File: src/rtl/freq_param_scheduler_if.sv
// Request/converter bundle for freq_param_scheduler.
// master = requesting side plus converter model, slave = scheduler.
interface freq_param_scheduler_if #(
   parameter int NCH = 4
);
   logic [NCH-1:0]    req;
   logic [NCH*10-1:0] adc_ch;
   logic [9:0]        conv_adc_out;
   logic [14:0]       conv_freq_in;
   logic [NCH*15-1:0] freq_ch;
   logic [NCH-1:0]    done;
   logic              skipped;
   logic              busy;

   modport master (
      output req,
      output adc_ch,
      output conv_freq_in,
      input  conv_adc_out,
      input  freq_ch,
      input  done,
      input  skipped,
      input  busy
   );

   modport slave (
      input  req,
      input  adc_ch,
      input  conv_freq_in,
      output conv_adc_out,
      output freq_ch,
      output done,
      output skipped,
      output busy
   );
endinterface

File: src/rtl/freq_param_scheduler.sv
// Round-robin scheduler sharing one freqconvert between NCH channels.
// Dead-band skip suppresses conversions for pots that barely moved.
module freq_param_scheduler #(
   parameter int NCH          = 4,
   parameter int CONV_LATENCY = 1,
   parameter int HYST         = 2,
   parameter int FREQ_RST     = 20
) (
   input  logic                 clk,
   input  logic                 reset_n,
   freq_param_scheduler_if.slave bus
);

   localparam int IW = (NCH > 1) ? $clog2(NCH) : 1;
   localparam int CW = (CONV_LATENCY > 1) ? $clog2(CONV_LATENCY) : 1;

   typedef enum logic [1:0] {
      S_IDLE,
      S_ISSUE,
      S_WAIT
   } state_t;

   state_t            r_state;
   logic [NCH-1:0]    r_pend;
   logic [NCH-1:0]    r_done;
   logic              r_skip;
   logic              r_busy;
   logic [IW-1:0]     r_rr;
   logic [IW-1:0]     r_gch;
   logic [9:0]        r_code;
   logic [9:0]        r_conv;
   logic [CW-1:0]     r_cnt;
   logic [NCH-1:0]    r_have;
   logic [9:0]        r_last [NCH];
   logic [14:0]       r_freq [NCH];

   logic [9:0]        w_adc [NCH];
   logic [IW-1:0]     w_cand;
   logic [IW-1:0]     w_gnt;
   logic              w_hit;
   logic [9:0]        w_code;
   logic [9:0]        w_last;
   logic [10:0]       w_diff;
   logic              w_skip;
   logic              w_grant;
   logic [NCH-1:0]    w_clr;
   logic [NCH*15-1:0] w_fbus;

   // Split the packed ADC bus into per-channel codes.
   always_comb begin
      for (int k = 0; k < NCH; k++) begin
         w_adc[k] = bus.adc_ch[k*10 +: 10];
      end
   end

   // Round-robin search starting after the last granted channel;
   // scanning far-to-near lets the nearest pending channel win.
   always_comb begin
      w_hit  = 1'b0;
      w_gnt  = '0;
      w_cand = '0;
      for (int i = NCH; i >= 1; i--) begin
         w_cand = IW'((int'(r_rr) + i) % NCH);
         if (r_pend[w_cand]) begin
            w_hit = 1'b1;
            w_gnt = w_cand;
         end
      end
   end

   // Dead-band test on the candidate grant, 11-bit unsigned difference.
   always_comb begin
      w_code  = w_adc[w_gnt];
      w_last  = r_last[w_gnt];
      if (w_code >= w_last) begin
         w_diff = {1'b0, w_code} - {1'b0, w_last};
      end else begin
         w_diff = {1'b0, w_last} - {1'b0, w_code};
      end
      w_skip  = r_have[w_gnt] && (w_diff < 11'(HYST));
      w_grant = (r_state == S_IDLE) && w_hit;
      w_clr   = w_grant ? (NCH'(1) << w_gnt) : '0;
   end

   // Pack the frequency registers onto the output bus.
   always_comb begin
      w_fbus = '0;
      for (int k = 0; k < NCH; k++) begin
         w_fbus[k*15 +: 15] = r_freq[k];
      end
   end

   // Scheduler FSM: arbitrate, issue to the converter, wait, capture.
   always_ff @(posedge clk or negedge reset_n) begin
      if (!reset_n) begin
         r_state <= S_IDLE;
         r_pend  <= '0;
         r_done  <= '0;
         r_skip  <= 1'b0;
         r_busy  <= 1'b0;
         r_rr    <= '0;
         r_gch   <= '0;
         r_code  <= '0;
         r_conv  <= '0;
         r_cnt   <= '0;
         r_have  <= '0;
         for (int k = 0; k < NCH; k++) begin
            r_last[k] <= '0;
            r_freq[k] <= 15'(FREQ_RST);
         end
      end else begin
         r_done <= '0;
         r_skip <= 1'b0;
         // a request on the grant edge re-arms the channel
         r_pend <= (r_pend & ~w_clr) | bus.req;
         unique case (r_state)
            S_IDLE: begin
               if (w_hit) begin
                  r_rr   <= w_gnt;
                  r_gch  <= w_gnt;
                  r_code <= w_code;
                  if (w_skip) begin
                     r_done[w_gnt] <= 1'b1;
                     r_skip        <= 1'b1;
                  end else begin
                     r_busy  <= 1'b1;
                     r_state <= S_ISSUE;
                  end
               end
            end
            S_ISSUE: begin
               r_conv  <= r_code;
               r_cnt   <= CW'(CONV_LATENCY - 1);
               r_state <= S_WAIT;
            end
            S_WAIT: begin
               if (r_cnt == '0) begin
                  r_freq[r_gch] <= bus.conv_freq_in;
                  r_last[r_gch] <= r_code;
                  r_have[r_gch] <= 1'b1;
                  r_done[r_gch] <= 1'b1;
                  r_busy        <= 1'b0;
                  r_state       <= S_IDLE;
               end else begin
                  r_cnt <= r_cnt - 1'b1;
               end
            end
            default: begin
               r_state <= S_IDLE;
            end
         endcase
      end
   end

   assign bus.conv_adc_out = r_conv;
   assign bus.freq_ch      = w_fbus;
   assign bus.done         = r_done;
   assign bus.skipped      = r_skip;
   assign bus.busy         = r_busy;

endmodule
File: src/flat_wrapper.sv
// flat-port wrapper written by rule: the top's interface ports become plain ports
module freq_param_scheduler_flat 
#(
   parameter int NCH          = 4,
   parameter int CONV_LATENCY = 1,
   parameter int HYST         = 2,
   parameter int FREQ_RST     = 20
)
  (clk, reset_n, bus_req, bus_adc_ch, bus_conv_freq_in, bus_conv_adc_out, bus_freq_ch, bus_done, bus_skipped, bus_busy);
  freq_param_scheduler_if #(.NCH(NCH)) bus_i ();
  input  logic clk;
  input  logic reset_n;
  input wire logic [$bits(bus_i.req)-1:0] bus_req;
  input wire logic [$bits(bus_i.adc_ch)-1:0] bus_adc_ch;
  input wire logic [$bits(bus_i.conv_freq_in)-1:0] bus_conv_freq_in;
  output wire logic [$bits(bus_i.conv_adc_out)-1:0] bus_conv_adc_out;
  output wire logic [$bits(bus_i.freq_ch)-1:0] bus_freq_ch;
  output wire logic [$bits(bus_i.done)-1:0] bus_done;
  output wire logic [$bits(bus_i.skipped)-1:0] bus_skipped;
  output wire logic [$bits(bus_i.busy)-1:0] bus_busy;
  assign bus_i.req = bus_req;
  assign bus_i.adc_ch = bus_adc_ch;
  assign bus_i.conv_freq_in = bus_conv_freq_in;
  assign bus_conv_adc_out = bus_i.conv_adc_out;
  assign bus_freq_ch = bus_i.freq_ch;
  assign bus_done = bus_i.done;
  assign bus_skipped = bus_i.skipped;
  assign bus_busy = bus_i.busy;
  freq_param_scheduler #(.NCH(NCH), .CONV_LATENCY(CONV_LATENCY), .HYST(HYST), .FREQ_RST(FREQ_RST)) u_core (.clk(clk), .reset_n(reset_n), .bus(bus_i));
endmodule
File: config.mk
export PLATFORM = sky130hd
export DESIGN_NAME = freq_param_scheduler_flat
export DESIGN_NICKNAME = d
export VERILOG_FILES = /design/src/rtl/freq_param_scheduler_if.sv /design/src/rtl/freq_param_scheduler.sv /design/src/flat_wrapper.sv
export SDC_FILE = /design/constraint.sdc
export NUM_CORES = 1
export LEC_CHECK = 0
export ABC_CLOCK_PERIOD_IN_PS = 5900
export BUFFER_PORTS_ARGS = -buffer_cell sky130_fd_sc_hd__buf_2
export CORE_MARGIN = 8
export CORE_UTILIZATION = 42
export CTS_CLUSTER_DIAMETER = 120
export DETAILED_ROUTE_END_ITERATION = 8
export PLACE_DENSITY = 0.66
export SETUP_SLACK_MARGIN = 0.2
export SLEW_MARGIN = 5
export SYNTH_ARGS = -nofsm -noshare
export SYNTH_HDL_FRONTEND = slang
export SYNTH_SLANG_ARGS = --single-unit
File: constraint.sdc
create_clock -name clk -period 5.9 [get_ports clk]
set_clock_uncertainty 0.1 [all_clocks]
set_input_delay 0.59 -clock clk [delete_from_list [all_inputs] [get_ports clk]]
set_output_delay 0.59 -clock clk [all_outputs]
set_load 0.05 [all_outputs]
==> results_dict.tcl <==
set metrics [dict create \
    hold_violations 0 \
    ys.flop_type "dfrtp_1" \
    netlist.area_leader.share 0.445 \
    post-synth-top-count-cell "dfrtp_1" \
    clock_latency_ns 0.42 \
    diodes 0 \
    worst_slack_ns 0.573 \
    synth.cell_area_um2 7300 \
    place_inst 956 \
    worstPathArrival_ns 5.53 \
    r2r-start "u_core.r_rr[0]" \
    status "finished, final reports clean" \
    muxShareOfSynthArea 0.272 \
    max_slew.worst_pin.slew_ns 1.05 \
    synthAdderAreaFrac 0.0432 \
    yosys-top-cells-area "dfrtp_1 (45%), mux2_2 (19%), mux2i_1 (7.0%), ha_1 (3.8%), dfstp_2 (2.9%)" \
    ctsHoldBuffers 0 \
    path_max_fanout 14 \
    drtPass1Iterations 5 \
    die_x_um 148 \
    fin_crit_sh 0.903 \
    vias 5296 \
    hold_end "u_core.r_pend[0]" \
    worst-setup-path-type "reg2reg" \
    detail_route.wl_per_cell_um 18.9 \
    cts_buffers 17 \
    io_pins 137 \
    cts_tree "done" \
    ys_top_cells_by_count "dfrtp_1 (130), mux2_2 (123), mux2i_1 (51), nand2_1 (38), o21ai_0 (32)" \
    ys_types 66 \
    drc 0 \
    first_global_vias 5756 \
    cp.required_ns 6.10 \
    drtAntennaViolNets 0 \
    final.setup.tns_ns 0 \
    htreeDepth 4 \
    hold_class "in2reg" \
    critPathCaptureType "flip-flop" \
    dpl.hpwl_um 13400 \
    yosys_warnings 0 \
    netlist_instances 614 \
    globalplace.congestion 0.913 \
    stdcell_count 988 \
    nNetsFinal 835 \
    syn-num-nets 699 \
    syn2layout_area_growth_pct 20.2 \
    max_cap_viol_count 0 \
    synth-edff-count 0 \
    port_buffers 136 \
    min_from "bus_req[0]" \
    nFillCells 1561 \
    track_usage 0.176 \
    synth-simple-area-share 0.0764 \
    grt_first_pass_wirelength_um 30500 \
    drive_above_1_share 0.435 \
    synth-xor-area-share 0.00719 \
    slew_headroom 0.301 \
    die_h_um 148 \
    initial_core_util 0.425 \
    synth_largest_area_cell "dfrtp_1" \
    antenna_found_initial 0 \
    die_area_um2 21900 \
    synth_top_family_by_area "multiplexers" \
    report.final.setup_viol 0 \
    cts_resized 0 \
    ys_seq_area_frac 0.474 \
    syn_avg_cell_area_um2 11.9 \
    rows 48 \
    fp.coreArea_um2 17200 \
    postCtsSetupRepairBufs 0 \
    whs_path_depth 2 \
    clkTransAtPathRegs_ns 0.06 \
    clock-sinks 138 \
    pre_cts_ws_ns 0.565 \
    rr_worst_depth 18 \
    drv_slew 0 \
    rsz0062_at_grt "false" \
    synthArstFlopShare 1.00 \
    synth_compound_area_frac 0.0923 \
    r2r_end "u_core.bus.busy" \
    fmax_mhz 188 \
    grt_max_degree 87 \
    via_per_inst 5.36 \
    post-route-min-period_ns 5.33 \
    yosys_register_bits 138 \
    clockRootBuffer "clkbuf_16" \
    r2r_setup_slack_ns 0.57 \
    finalWirelength_um 18700 \
    clk_path_buf_depth 2 \
    overflow 0 \
    start_kind "flip-flop" \
    drt_first_iter_violations 347 \
]
-- per-stage QoR --
step                      area (µm²)   util  hold WS, ns
after global routing            8780  0.511        0.230
after global placement          8220  0.479        0.349
final                           8780  0.511        0.245
after CTS                       8780  0.511        0.227
after floorplan                 7300      -        0.194
after detailed placement        8220  0.479        0.357
-- routing by layer --
layer  up-vias  part of all wire  global-route usage
met5         -                 0                   0
met4         0             0.025              0.0734
met3        28             0.039              0.0437
met2       122              0.51               0.300
met1      2670              0.43               0.208
li1       2476                 -                   -
-- worst max path at each step --
stage / startpoint / end / slack (ns) / cells after the start
floorplan: u_core.r_rr[0] / u_core.bus.busy / 1.01 / 21
global placement: u_core.r_rr[0] / u_core.bus.done[3] / 0.73 / 17
detailed placement: u_core.r_rr[0] / u_core.bus.busy / 0.56 / 18
CTS: u_core.r_rr[0] / u_core.bus.busy / 0.55 / 18
global route: u_core.r_rr[0] / u_core.bus.busy / 0.22 / 18
finish: u_core.r_rr[0] / u_core.bus.busy / 0.57 / 18
-- cells in the final DEF (no fill, tap or decap), types with 3 or more instances in the layout --
cell       synthesis  routed
nor4_1             4       4
mux2i_1           51      51
inv_6              0       4
a21o_1             5       5
nor3_1            10      10
o21ai_0           32      32
nor2b_1            3       3
clkbuf_16          0      17
xnor2_1            4       4
nand2_1           38      38
or2_2              3       3
nor2_1            18      18
mux4_2             3       3
nand3_1            3       3
a21oi_1           21      21
inv_1             29      29
a31oi_1            3       3
dfstp_2            8       8
o21ai_1            4       4
a211o_1            3       3
buf_2              6     135
mux2_2           123     123
ha_1              22      22
buf_4              1      10
dfrtp_1          130     130
clkinv_2           0       4
nand2b_1          13      13
a31o_2             4       4
-- layout make-up --
type | instances | area [µm²] | area share
Clock buffer | 19 | 443 | 0.0504
Clock inverter | 13 | 118 | 0.0134
Inverter | 29 | 109 | 0.0124
Multi-Input combinational cell | 418 | 3600 | 0.410
Sequential cell | 138 | 3460 | 0.394
Tap cell | 225 | 282 | 0.0321
Timing Repair Buffer | 146 | 771 | 0.0877
-- state kept, by name (all words and copies together), names as in the netlist --
name                     count
u_core.bus.busy              1
u_core.bus.done              4
u_core.bus.conv_adc_out     10
u_core.r_code               10
u_core.bus.freq_ch          60
u_core.r_pend                4
u_core.r_rr                  2
u_core.r_state               2
u_core.r_have                4
u_core.r_last               40
u_core.bus.skipped           1
-- worst max-delay path, stage by stage, from the launching register on --
cell       delay, ns
dfrtp_1         0.59
inv_1           0.15
ha_1            0.45
mux4_2          0.37
nand2b_4        0.11
a21oi_2         0.07
a21oi_4         0.28
buf_4           0.28
mux2i_1         0.38
inv_1           0.14
fa_1            0.44
a21oi_1         0.15
nor2b_1         0.07
or4_1           0.46
a2111oi_0       0.44
nand3b_1        0.14
a211oi_2        0.19
a32oi_2         0.15
a22o_1          0.24
-- cells by family (layout without fill, tap and decap cells) --
logic type,count (synthesis),in the layout
AO/OA/AOI/OAI,101,101
XOR/XNOR,6,6
AND/OR/NAND/NOR,109,109
multiplexers,178,178
buffers and inverters,58,207
flip-flops,138,138
adder cells (fa/ha/maj),24,24
Power is not shown: default switching activity piles up to over one toggle a cycle in this logic, so the estimate is an artifact.
